==> src/rtl/ll_pkg.sv <==
// Shared types for the linked-list walker: pointer type, null pointer
// and walker state encoding.
package ll_pkg;

  localparam int N_DEF = 16;
  localparam int W_DEF = $clog2(N_DEF);

  typedef logic [W_DEF-1:0] ptr_t;

  localparam ptr_t PTR_NULL = '0;

  typedef enum logic {
    IDLE,
    WALK
  } state_t;

endpackage

==> src/rtl/ll_start_fifo.sv <==
// Start-pointer FIFO: head is read combinationally, pop advances the
// read pointer at the clock edge.
module ll_start_fifo #(
  parameter int W     = 4,
  parameter int DEPTH = 4
) (
  input  logic         clk,
  input  logic         rst,
  input  logic         push,
  input  logic [W-1:0] din,
  input  logic         pop,
  output logic [W-1:0] head,
  output logic         full,
  output logic         empty
);

  localparam int AW = $clog2(DEPTH);

  logic [W-1:0] mem [DEPTH];
  logic [AW:0]  wp;
  logic [AW:0]  rp;

  assign head  = mem[rp[AW-1:0]];
  assign empty = (wp == rp);
  assign full  = (wp[AW] != rp[AW]) &&
                 (wp[AW-1:0] == rp[AW-1:0]);

  always_ff @(posedge clk) begin
    if (rst) begin
      wp <= '0;
      rp <= '0;
    end else begin
      if (push) begin
        mem[wp[AW-1:0]] <= din;
        wp <= wp + 1'b1;
      end
      if (pop) rp <= rp + 1'b1;
    end
  end

endmodule

==> src/rtl/ll_walker.sv <==
// Linked-list walker: chases next pointers from queued list heads.
// Define LL_WALK_NO_GAP_EN to stream lists back-to-back with no idle cycle.
module ll_walker
  import ll_pkg::*;
#(
  parameter int N           = 16,
  parameter int START_DEPTH = 4,
  parameter int MAX_HOPS    = N,
  localparam int W          = $clog2(N)
) (
  input  logic         clk,
  input  logic         rst,
  input  logic [W-1:0] start_ptr,
  input  logic         start_vld,
  output logic         start_rdy,
  input  logic         wr_en,
  input  logic [W-1:0] wr_addr,
  input  logic [W-1:0] wr_data,
  output logic [W-1:0] out_ptr,
  output logic         out_vld,
  input  logic         out_rdy,
  output logic         out_last,
  output logic         out_err,
  output logic         busy
);

  localparam int HW = $clog2(MAX_HOPS + 1);
  localparam logic [HW-1:0] HC_LAST = HW'(MAX_HOPS - 1);
  localparam logic [W-1:0]  NUL     = W'(PTR_NULL);

  logic [W-1:0] tbl [N];

  logic [W-1:0] head;
  logic         full;
  logic         empty;
  logic         push;
  logic         pop;

  state_t       state;
  state_t       nstate;
  logic [W-1:0] link_q;
  logic [HW-1:0] hc;

  logic          load;
  logic [W-1:0]  load_ptr;
  logic [HW-1:0] load_hc;
  logic [W-1:0]  rd;

  assign start_rdy = ~full & ~rst;
  assign push      = start_vld & start_rdy & (start_ptr != NUL);
  assign out_vld   = (state == WALK);
  assign busy      = out_vld | ~empty;

  ll_start_fifo #(
    .W     (W),
    .DEPTH (START_DEPTH)
  ) u_fifo (
    .clk   (clk),
    .rst   (rst),
    .push  (push),
    .din   (start_ptr),
    .pop   (pop),
    .head  (head),
    .full  (full),
    .empty (empty)
  );

  always_ff @(posedge clk) begin
    if (rst) begin
      for (int i = 0; i < N; i++) tbl[i] <= '0;
    end else if (wr_en) begin
      tbl[wr_addr] <= wr_data;
    end
  end

  // Same-cycle write to the node being loaded wins over the stored entry
  assign rd = (wr_en && wr_addr == load_ptr) ? wr_data : tbl[load_ptr];

  always_comb begin
    nstate   = state;
    load     = 1'b0;
    pop      = 1'b0;
    load_ptr = head;
    load_hc  = '0;
    unique case (state)
      IDLE: begin
        if (!empty) begin
          pop    = 1'b1;
          load   = 1'b1;
          nstate = WALK;
        end
      end
      WALK: begin
        if (out_rdy) begin
          if (!out_last) begin
            load     = 1'b1;
            load_ptr = link_q;
            load_hc  = hc + 1'b1;
          end else begin
`ifdef LL_WALK_NO_GAP_EN
            if (!empty) begin
              pop  = 1'b1;
              load = 1'b1;
            end else begin
              nstate = IDLE;
            end
`else
            nstate = IDLE;
`endif
          end
        end
      end
      default: nstate = IDLE;
    endcase
  end

  always_ff @(posedge clk) begin
    if (rst) begin
      state    <= IDLE;
      out_ptr  <= '0;
      link_q   <= '0;
      hc       <= '0;
      out_last <= 1'b0;
      out_err  <= 1'b0;
    end else begin
      state <= nstate;
      if (load) begin
        out_ptr  <= load_ptr;
        link_q   <= rd;
        hc       <= load_hc;
        out_last <= (rd == NUL) | (load_hc == HC_LAST);
        out_err  <= (rd != NUL) & (load_hc == HC_LAST);
      end
    end
  end

endmodule

==> config.mk <==
export PLATFORM = sky130hd
export DESIGN_NAME = ll_walker
export DESIGN_NICKNAME = d
export VERILOG_FILES = /design/src/rtl/ll_pkg.sv /design/src/rtl/ll_start_fifo.sv /design/src/rtl/ll_walker.sv
export SDC_FILE = /design/constraint.sdc
export NUM_CORES = 1
export LEC_CHECK = 0
export ABC_AREA = 1
export CORE_MARGIN = 2
export CORE_UTILIZATION = 45
export DETAILED_ROUTE_END_ITERATION = 10
export PLACE_DENSITY = 0.75
export REMOVE_ABC_BUFFERS = 1
export SYNTH_ARGS = -nofsm -noshare
export SYNTH_HDL_FRONTEND = slang
export SYNTH_SLANG_ARGS = --single-unit
==> constraint.sdc <==
create_clock -name clk -period 3 [get_ports clk]
set_clock_uncertainty 0.1 [all_clocks]
set_input_delay 0.3 -clock clk [delete_from_list [all_inputs] [get_ports clk]]
set_output_delay 0.3 -clock clk [all_outputs]
set_load 0.02 [all_outputs]
* Word-level counts from Yosys, hierarchy flattened
Memories as Yosys holds them, arrays and structs flattened. A register that Yosys moved wholly into a read port is not among the register bits.
Cells that the tools add are included.
** Cells by class
- Eq/ne operators :: 5
- Add/sub/neg operators :: 3
- Reduce and logical (&&, ||, !) cells :: 6
- Bitwise gates (word level) :: 10
- Muxes and demuxes :: 27
** Operators with widths (count)
- two-way mux 4 bit :: 6
- two-way mux 5 bit :: 3
- two-way mux 1 bit :: 14
- nonzero test 4 bit :: 2
- adder 3 x 1 -> 3 bit, second input constant :: 2
- adder 5 x 1 -> 5 bit, second input constant :: 1
- == test 5 x 4 -> 1 bit, second input constant :: 1
- bitwise AND 1 bit :: 4
- == test 4 bit :: 1
- logical NOT 4 bit :: 1
- two-way mux 2 bit :: 2
- inverter 1 bit :: 4
- case mux 1 bit (2 select lines) :: 2
- OR reduction 4 bit :: 1
- == test 3 bit :: 1
- == test 2 bit :: 1
- logical AND 1 bit :: 2
- OR 1 bit :: 2
- != test 1 bit :: 1
** Storage, ports and cells
- Register bits after elaboration :: 22
- Output and inout port bits :: 9
- Memory bits (writable) :: 80
- Memories kept :: 2
** Memories
- tbl :: words 16, bits a word 4, read ports 1, clocked after Yosys merged registers in 0, write ports 16, RTL line ll_walker.sv:31 : logic [W-1:0] tbl [N];
- u_fifo.mem :: words 4, bits a word 4, read ports 1, clocked after Yosys merged registers in 1, write ports 1, RTL line ll_start_fifo.sv:19 : logic [W-1:0] mem [DEPTH];

* Logic depth before layout (Yosys ltp)
Gate-level depths: netlist of the first run.
- Depth in word-level cells :: 9
- Depth in mapped cells :: 19
- Mapped depth without buffers :: 17

* Cells and area by module
Synthesis of the first run repeated with hierarchy kept, for this count alone.
** Unflattened totals
- Cell total of the unflattened synthesis :: 608
- Area total of the unflattened synthesis :: 5153.7 sq um
** Modules (own cells, without submodules)
- ll_walker :: seq. area each 2242.2 sq um, cells an instance 508, times used 1, area each 4098.9 sq um
- ll_start_fifo :: seq. area each 640.6 sq um, cells an instance 100, times used 1, area each 1054.8 sq um

* Least setup slack after synthesis of the first run
No wires, ideal clock.
- Kind :: register to register
- Start :: register state, in the netlist out_vld
- End :: register out_err
- Path buffers :: 2
- Data arrival time :: 1888 ps
- Path slack :: 884 ps
- Cell stages (with the launch flop) :: 17
- Data required time :: 2772 ps
- Setup time :: 128 ps
- Cell sequence :: dfxtp_1 > nand3_4 > or2_1 > buf_6 > nand2_8 > buf_6 > nand2_1 > nand3_1 > nand3_1 > nand3_1 > nand2_1 > nand2_1 > nand2_1 > nor2_2 > nand2_1 > nand2_1 > a21oi_1
** On the way
- Word-level cells in the longest chain between the ends :: 6
** RTL lines
- from (decl) :: RTL line ll_walker.sv:39 : state_t state;
- from (signal assigned) :: RTL line ll_walker.sv:126 : state <= nstate;
- branches (longest 6 deep; another with memory (16 x 4 bit))
- to (signal assigned) :: RTL line ll_walker.sv:132 : out_err <= (rd != NUL) & (load_hc == HC_LAST);
- to (decl) :: RTL line ll_walker.sv:23 : output logic out_err,
Parallel ways; which one is timed is not known.
A chain may end at the register's enable or synchronous reset.

==> flow_results.org, run 1 <==
** Die
- CORE AREA :: 11300 µm²
- In this run the count of I/O pins placed on the die edge is 26.
- The floorplan step defined a die boundary enclosing 12300 µm².
- Initial core utilization :: 45.7%
- Die boundary height :: 111 µm
- Die Wd :: 111 µm
- Row generation in the floorplan step produced 39 rows.

** Power
- Sw frac :: 41.7%
- VDD sags by at most 647 µV.
- In this run, the combinational gates consume 43.6% of the power.
- In this run the power spent charging and discharging nets is 0.00216 W.
- Power density of the placed cells :: 895 nW/µm²
- Sequential share of power :: 34.7%
- Leakage power :: 2.46 nW
- Cell-internal power :: 0.00303 W
- Portion of total power attributed to the clock network :: 21.7%
- Total power draw :: 0.00519 W

** Timing
- Period Utilization, post-route :: 84.8%
- Derived from the worst setup path, the maximum achievable clock frequency is 0.393 GHz.
- Unrepaired setup endpoints after global routing :: no
- The final count of pins violating max slew came to 0.
- Fin. Hold Viols :: 0
- Actual transition at the worst max-transition pin :: 0.769 ns
- Final setup violating endpoints :: 0
- The worst path in the final design needs a cycle of 2.54 ns, including I/O delays and setup.
- Max-Slew Margin vs Limit :: 48.6%
- Final-layout setup total negative slack :: 0 ns

** Cells and area
- 0 antenna diodes ended up in the layout.
- The area growth from synthesis to layout is 12.6%.
- Fill cell instance count of the final layout :: 1037
- In the final layout, the share of cells above drive strength 1 is 5.99%.
- For this run, the share of the core covered by cells in the final layout is 51.5%.
- Net count reported at finish :: 636

** Synthesis
- Area share of the largest cell type after synthesis :: 46.6%
- A synthesized cell averages 8.73 µm².
- Among all flip-flop cells after synthesis, the most frequent one is sky130_fd_sc_hd__edfxtp_1.
- In this run, synthesis inferred 80 flip-flops with an integrated enable.
- The Yosys step of the flow raised 0 warnings.
- The synthesized design spends more area on one cell type than any other, namely sky130_fd_sc_hd__edfxtp_1.
- Seq/Total Area, Yosys :: 55.9%
- Summing every instance area after synthesis gives 5150 µm².
- Mapped Cells :: 590
- Share of flip-flops with an asynchronous set or reset :: 0%
- The synthesized design contains 104 register bits.
- By area the synthesized netlist is led by sky130_fd_sc_hd__edfxtp_1, sky130_fd_sc_hd__nand2_1, sky130_fd_sc_hd__dfxtp_1.
- The synthesized netlist contains 33 unique library cells.

** Place
- During placement, the flow inserted port buffers numbering 25.
- After legalization and detailed placement, the total HPWL measured 8220 µm.
- Routability-driven placement finished with a final weighted congestion of 0.857.

** Route
- Detailed-router iteration count before antenna repair :: 5
- Dividing the detail-routed wire length by the instance count gives 15.2 µm.
- Residual DRC :: 0
- Antenna Violating Nets Remaining :: 0
- Dividing the detail-routed via count by the number of cells gives 5.18.
- Met3 Routed Length :: 923 µm
- After detailed routing, the met2 layer carries 5480 µm of wire.
- After detailed routing, the wire length on met1 is 4960 µm.
- After detailed routing, the total wire length is 11600 µm.
- In this run the top signal layer used is met4.
- Vias :: 3944
- Initial drt markers :: 304

** CTS
- H-tree levels :: 3
- Total CTS buffers :: 9
- TritonCTS built the clock tree.
- Number of buffers added for setup after CTS :: 0
- After clock tree synthesis, the clock-pin slew on the worst setup and hold paths is 0.07 ns.
- Cts-stage hold buffer count :: 0
- Maximum count of clock buffers along a single path :: 2
- Later-pin clock latency in the skew report :: 0.34 ns
- Count of cells resized by post-cts repair :: 0
- The tree is rooted in a sky130_fd_sc_hd__clkbuf_16.
- Number of sinks handled by clock tree synthesis :: 104

** Global route
- First-pass GRT wire length :: 19000 µm
- The via count of the first global-routing pass was 3917.
- Entering global routing, the biggest net connects 35 pins.
- All-layer global routing usage :: 19.3%
- The number of antenna violations at the first check in global routing came to 0.
- GR Overflow Total :: 0

** Setup path
- STA puts the critical path data required time at 3.18 ns.
- For the worst setup path, the data arrival time is 2.72 ns.
- Endpoint type of the worst setup path :: flop
- Of all nets on the critical path, the largest fanout is 17.
- The critical path in this run is classified as flop to flop.
- Critical path startpoint category :: flop

** Min path
- The startpoint identified for the worst hold timing path is hc[3]$_SDFFE_PP0P_.
- Hold WC Path Type :: flop to flop

** Job
- Number of max-cap violations :: 0

** Run status
- Status :: finished, final reports clean
through the flow:
step | setup WS [ns] | cell area, µm² | cells | hold slack, ns
final | 0.457 | 5800 | 761 | 0.375
after global routing | 0.228 | 5800 | 761 | 0.393
after CTS | 0.470 | 5800 | 761 | 0.376
after detailed placement | 0.280 | 5520 | 745 | 0.366
after global placement | 0.369 | 5520 | 745 | 0.357
after floorplan | 0.366 | 5010 | 567 | 0.269
cell families (layout without fill, tap and decap cells):
logic type	after synthesis	after routing	synth area share (%)
buffers and inverters	100	128	8.30
adders and majority gates	6	6	1.46
xor gates and xnor gates	6	6	1.02
DFF	104	104	55.9
and+or+nand+nor	333	333	29.0
AOI/OAI and AO/OA	41	41	4.25
cell usage after synthesis (2+ instances only):
cell type,count
sky130_fd_sc_hd__a21oi_1,18
sky130_fd_sc_hd__a31oi_1,4
sky130_fd_sc_hd__buf_2,9
sky130_fd_sc_hd__buf_6,5
sky130_fd_sc_hd__clkbuf_1,8
sky130_fd_sc_hd__dfxtp_1,24
sky130_fd_sc_hd__edfxtp_1,80
sky130_fd_sc_hd__ha_1,6
sky130_fd_sc_hd__inv_1,73
sky130_fd_sc_hd__inv_2,3
sky130_fd_sc_hd__nand2_1,133
sky130_fd_sc_hd__nand3_1,76
sky130_fd_sc_hd__nand3_2,3
sky130_fd_sc_hd__nand3b_1,18
sky130_fd_sc_hd__nor2_1,88
sky130_fd_sc_hd__nor2_2,2
sky130_fd_sc_hd__nor3_1,4
sky130_fd_sc_hd__o21ai_0,15
sky130_fd_sc_hd__or2_1,3
sky130_fd_sc_hd__xnor2_1,3
sky130_fd_sc_hd__xor2_1,3
registers in the layout, summed over array words and instances (netlist names), 3 cells and up, named ones only:
name / flops
hc: 5
link_q: 4
out_ptr: 4
tbl: 64
u_fifo.mem: 16
u_fifo.rp: 3
u_fifo.wp: 3
final timing paths:
check                    endpoint  slack [ns]  depth (start not counted)
max          out_err$_SDFFE_PP0P_        0.46                         16
min            hc[3]$_SDFFE_PP0P_        0.37                          2
max reg2reg  out_err$_SDFFE_PP0P_        0.46                         16
min reg2reg    hc[3]$_SDFFE_PP0P_        0.37                          2
per-layer routing:
layer  up-vias  GRT usage, %
met4         0          5.83
met3        20          3.17
met2       167          32.2
met5         -             0
li1       1969             -
met1      1788          25.9
worst max-delay path: stages (launching register included):
cell	delay, ns
sky130_fd_sc_hd__dfxtp_1	0.52
sky130_fd_sc_hd__inv_2	0.12
sky130_fd_sc_hd__nand2_1	0.08
sky130_fd_sc_hd__nand3_1	0.07
sky130_fd_sc_hd__nand3_2	0.11
sky130_fd_sc_hd__nand2_4	0.11
sky130_fd_sc_hd__inv_2	0.26
sky130_fd_sc_hd__nand2_1	0.10
sky130_fd_sc_hd__a21oi_1	0.22
sky130_fd_sc_hd__nand3_2	0.15
sky130_fd_sc_hd__inv_1	0.15
sky130_fd_sc_hd__nand2_1	0.10
sky130_fd_sc_hd__nand2_1	0.09
sky130_fd_sc_hd__nor2_2	0.05
sky130_fd_sc_hd__nand2_1	0.06
sky130_fd_sc_hd__nand2_1	0.05
sky130_fd_sc_hd__a21oi_1	0.13
area by class of cell:
class                      count  area, µm²  share of cell area [%]
inverter                      77        289                    4.98
tap                          143        179                    3.08
sequential                   104       2880                    49.7
timing repair buffer          35        325                    5.61
clock inverter                 6       53.8                   0.928
multi-input combinational    386       1840                    31.8
clock buffer                  10        229                    3.95
layout by cell type, fill, tap and decap left out, types with 2 or more instances in the layout:
cell                              instances
sky130_fd_sc_hd__buf_4                   10
sky130_fd_sc_hd__edfxtp_1                80
sky130_fd_sc_hd__ha_1                     6
sky130_fd_sc_hd__inv_2                    3
sky130_fd_sc_hd__nand3_2                  3
sky130_fd_sc_hd__inv_1                   73
sky130_fd_sc_hd__or2_1                    3
sky130_fd_sc_hd__nor2_2                   2
sky130_fd_sc_hd__xnor2_1                  3
sky130_fd_sc_hd__clkdlybuf4s50_1         25
sky130_fd_sc_hd__nor3_1                   4
sky130_fd_sc_hd__nand3b_1                18
sky130_fd_sc_hd__xor2_1                   3
sky130_fd_sc_hd__inv_8                    2
sky130_fd_sc_hd__o21ai_0                 15
sky130_fd_sc_hd__clkinv_4                 2
sky130_fd_sc_hd__a21oi_1                 18
sky130_fd_sc_hd__a31oi_1                  4
sky130_fd_sc_hd__nand3_1                 76
sky130_fd_sc_hd__nand2_1                133
sky130_fd_sc_hd__nor2_1                  88
sky130_fd_sc_hd__clkbuf_16                9
sky130_fd_sc_hd__dfxtp_1                 24
power groups by stage:
stage / logic [W] / clock network (W) / registers [W]
finish: 0.00226 / 0.00112 / 0.00180
global route: 0.00253 / 0.00119 / 0.00182
CTS: 0.00223 / 0.00113 / 0.00180
detailed placement: 0.00222 / 0 / 0.00183
global placement: 0.00219 / 0 / 0.00183
floorplan: 0.00153 / 0 / 0.00184
No activity file was read; power rests on OpenSTA's default activity.
==> inputs of run 2 (changes only) <==
clock period = 2.5 ns   (was 3 ns; I/O delays follow)
==> flow_results.org, run 2 (same netlist as run 1, synthesis figures left out) <==
** Power
- For this design the total switching power over the nets is 0.00271 W.
- Sequential share of power :: 32.6%
- In this run the power density over the cells is 1110 nW/µm².
- Of the total power, combinational logic draws 46.9%.
- Leakage power :: 2.53 nW
- Sw frac :: 41.0%
- Cell-internal power :: 0.00390 W
- Of the total power, the clock network draws 20.5%.
- VDD sags by at most 566 µV.
- The design draws 0.00661 W.

** Cells and area
- Leaving out filler cells and counting taps, the final layout contains 775.
- Post-synthesis to final-layout area growth :: 15.2%
- Net count reported at finish :: 650
- Fraction of final layout cells sized beyond drive strength 1 :: 8.54%
- 0 antenna diodes ended up in the layout.
- The register with the most flip-flops in the layout has 64 of them.
- Final instance area :: 5940 µm²
- Leaving out fill and tap cells, the most frequent cell in the layout is sky130_fd_sc_hd__nand2_1.
- Utilization of the core after routing :: 52.7%
- In the layout the commonest cells are sky130_fd_sc_hd__nand2_1, sky130_fd_sc_hd__nor2_1, sky130_fd_sc_hd__edfxtp_1.
- Biggest register :: tbl

** Run status
- The run finished with clean final reports.

** Route
- Detailed-router iteration count before antenna repair :: 8
- Routed vias/inst :: 5.33
- WL/cell :: 15.3 µm
- Routed WL :: 11900 µm
- In the routed design, unresolved DRC markers number 0.
- Antenna Violating Nets Remaining :: 0
- Vias :: 4129
- Initial drt markers :: 298

** CTS
- Clock-pin slew was measured on the worst setup and hold paths at 0.07 ns.
- CTS Root Cell :: sky130_fd_sc_hd__clkbuf_16
- For this design, the CTS-stage hold fixing added 0 buffers.
- Maximum count of clock buffers along a single path :: 2
- Post-CTS timing repair inserted 0 buffers for setup.
- H-tree levels :: 3
- In this run, post-CTS repair resized a total of 0 instances.
- TritonCTS clock tree :: yes
- Later-pin clock latency in the skew report :: 0.34 ns
- TritonCTS created 9 clock buffers.
- Number of sinks handled by clock tree synthesis :: 104

** Place
- Port buffering added 25 buffers.
- DP HPWL :: 8300 µm
- Routability-driven placement finished with a final weighted congestion of 0.896.
- Cell area after placement :: 5630 µm²
- In this run, placement finished with an instance count of 758.

** Global route
- For this run, the total global-route usage over all layers was measured as 19.5%.
- First-pass GRT wire length :: 19200 µm
- Number of global-route vias before repair :: 4079
- GR Overflow Total :: 0
- Entering global routing, the biggest net connects 35 pins.
- Number of antenna violations at the first check in global routing :: 0

** Setup path
- The endpoint identified for the worst register-to-register timing path is out_last$_SDFFE_PP0P_.
- Endpoint type of the worst setup path :: flop
- Critical path startpoint category :: input port
- Worst r2r path cells :: 14
- STA puts the critical path data arrival time at 2.42 ns.
- Of all nets on the critical path, the largest fanout is 32.
- In this run the critical register-to-register path is launched from out_vld$_SDFF_PP0_.
- For flop-to-flop paths, the worst setup slack is 0.25 ns.
- Req. time, crit path :: 2.67 ns
- Kind of critical path :: input port to flop

** Job
- Number of max-cap violations :: 0

** Die
- The core region is 11300 µm².
- I/O pin count :: 26
- From left edge to right edge, the die measures 111 µm.
- Core Rows :: 39
- The initial utilization of the core area, before any placement, comes to 45.7%.
- Full die area :: 12300 µm²
- The die is 111 µm tall.

** Timing
- Post-layout min period :: 2.25 ns
- At the pin with the least slew margin, the transition time is 0.718 ns.
- Final hold analysis gives a worst-case slack of 0.376 ns.
- Achievable clock frequency :: 0.444 GHz
- Unrepaired setup endpoints after global routing :: no
- The final hold violation count was 0.
- Max-Slew Margin vs Limit :: 52.1%
- Final setup violating endpoints :: 0
- The final count of pins violating max slew is 0.
- Period Utilization, post-route :: 90.0%

** Min path
- The worst hold path terminates at out_err$_SDFFE_PP0P_.
- Hold Path Cell Cnt :: 2
- In this run the most critical hold path is launched from out_err$_SDFFE_PP0P_.
- Hold WC Path Type :: flop to flop
[run 2: cell count changes in the layout (fill, tap and decap cells not counted)]
cell,change
sky130_fd_sc_hd__or2_1,-1
sky130_fd_sc_hd__or2_4,+1
sky130_fd_sc_hd__clkbuf_1,-1
sky130_fd_sc_hd__buf_4,+12
sky130_fd_sc_hd__nand3_4,+1
sky130_fd_sc_hd__clkinv_2,+1
sky130_fd_sc_hd__nand2_4,+1
sky130_fd_sc_hd__buf_12,+1
sky130_fd_sc_hd__inv_6,+3
sky130_fd_sc_hd__dfxtp_2,+1
sky130_fd_sc_hd__clkinv_4,-2
sky130_fd_sc_hd__nand3_2,-1
sky130_fd_sc_hd__inv_4,-1
sky130_fd_sc_hd__dfxtp_1,-1
[run 2: final cells by class]
class	count	area (µm²)
fill	977	5340
sequential	104	2880
multi-input combinational	387	1860
timing repair buffer	48	435
inverter	77	289
clock buffer	9	225
tap	143	179
clock inverter	7	61.3
[run 2: worst max-delay path, stage by stage]
cell and delay [ns]:
sky130_fd_sc_hd__clkdlybuf4s50_1 0.53, sky130_fd_sc_hd__nand3_4 0.12, sky130_fd_sc_hd__buf_4 0.17, sky130_fd_sc_hd__nand3_4 0.16, sky130_fd_sc_hd__buf_12 0.21, sky130_fd_sc_hd__nand3_1 0.10, sky130_fd_sc_hd__nand3_1 0.10, sky130_fd_sc_hd__nand3_1 0.09
sky130_fd_sc_hd__nand3_1 0.10, sky130_fd_sc_hd__nand2_1 0.09, sky130_fd_sc_hd__nand2_1 0.09, sky130_fd_sc_hd__nand2_1 0.07, sky130_fd_sc_hd__nor2_2 0.12, sky130_fd_sc_hd__nand3_1 0.08, sky130_fd_sc_hd__a21oi_1 0.14
[run 2: stage by stage]
stage	TNS [ns]	worst slack [ns]
2_1_floorplan	-0.249	-0.134
3_3_place_gp	-0.0359	-0.0243
3_5_place_dp	-0.264	-0.105
4_1_cts	0	0.186
5_1_grt	0	0.0237
6_report	0	0.249
[run 2: layer usage]
| layer | vias up | part of all wire, % | GRT usage [%] |
|---|---|---|---|
| met1 | 1921 | 42 | 25.4 |
| met3 | 19 | 7.8 | 4.10 |
| li1 | 2005 | - | - |
| met4 | 0 | 1.7 | 6.58 |
| met2 | 184 | 48 | 32.4 |
| met5 | - | 0 | 0 |
[run 2: power by group through the flow]
stage | Sequential (W) | Clock [W] | Combinational [W]
after floorplan | 0.00221 | 0 | 0.00183
after global placement | 0.00218 | 0 | 0.00290
after detailed placement | 0.00219 | 0 | 0.00295
after CTS | 0.00215 | 0.00137 | 0.00298
after global routing | 0.00218 | 0.00142 | 0.00343
final | 0.00216 | 0.00136 | 0.00310
[run 2: worst max path at each step]
| stage | start | to | slack [ns] | cells after the start |
|---|---|---|---|---|
| after floorplan | out_last$_SDFFE_PP0P_ | out_err$_SDFFE_PP0P_ | -0.13 | 14 |
| after global placement | out_rdy | out_err$_SDFFE_PP0P_ | -0.02 | 16 |
| after detailed placement | out_rdy | out_last$_SDFFE_PP0P_ | -0.11 | 15 |
| after CTS | flop | out_last$_SDFFE_PP0P_ | 0.19 | 15 |
| after global routing | out_vld$_SDFF_PP0_ | out_last$_SDFFE_PP0P_ | 0.02 | 14 |
| final | out_rdy | out_last$_SDFFE_PP0P_ | 0.25 | 15 |
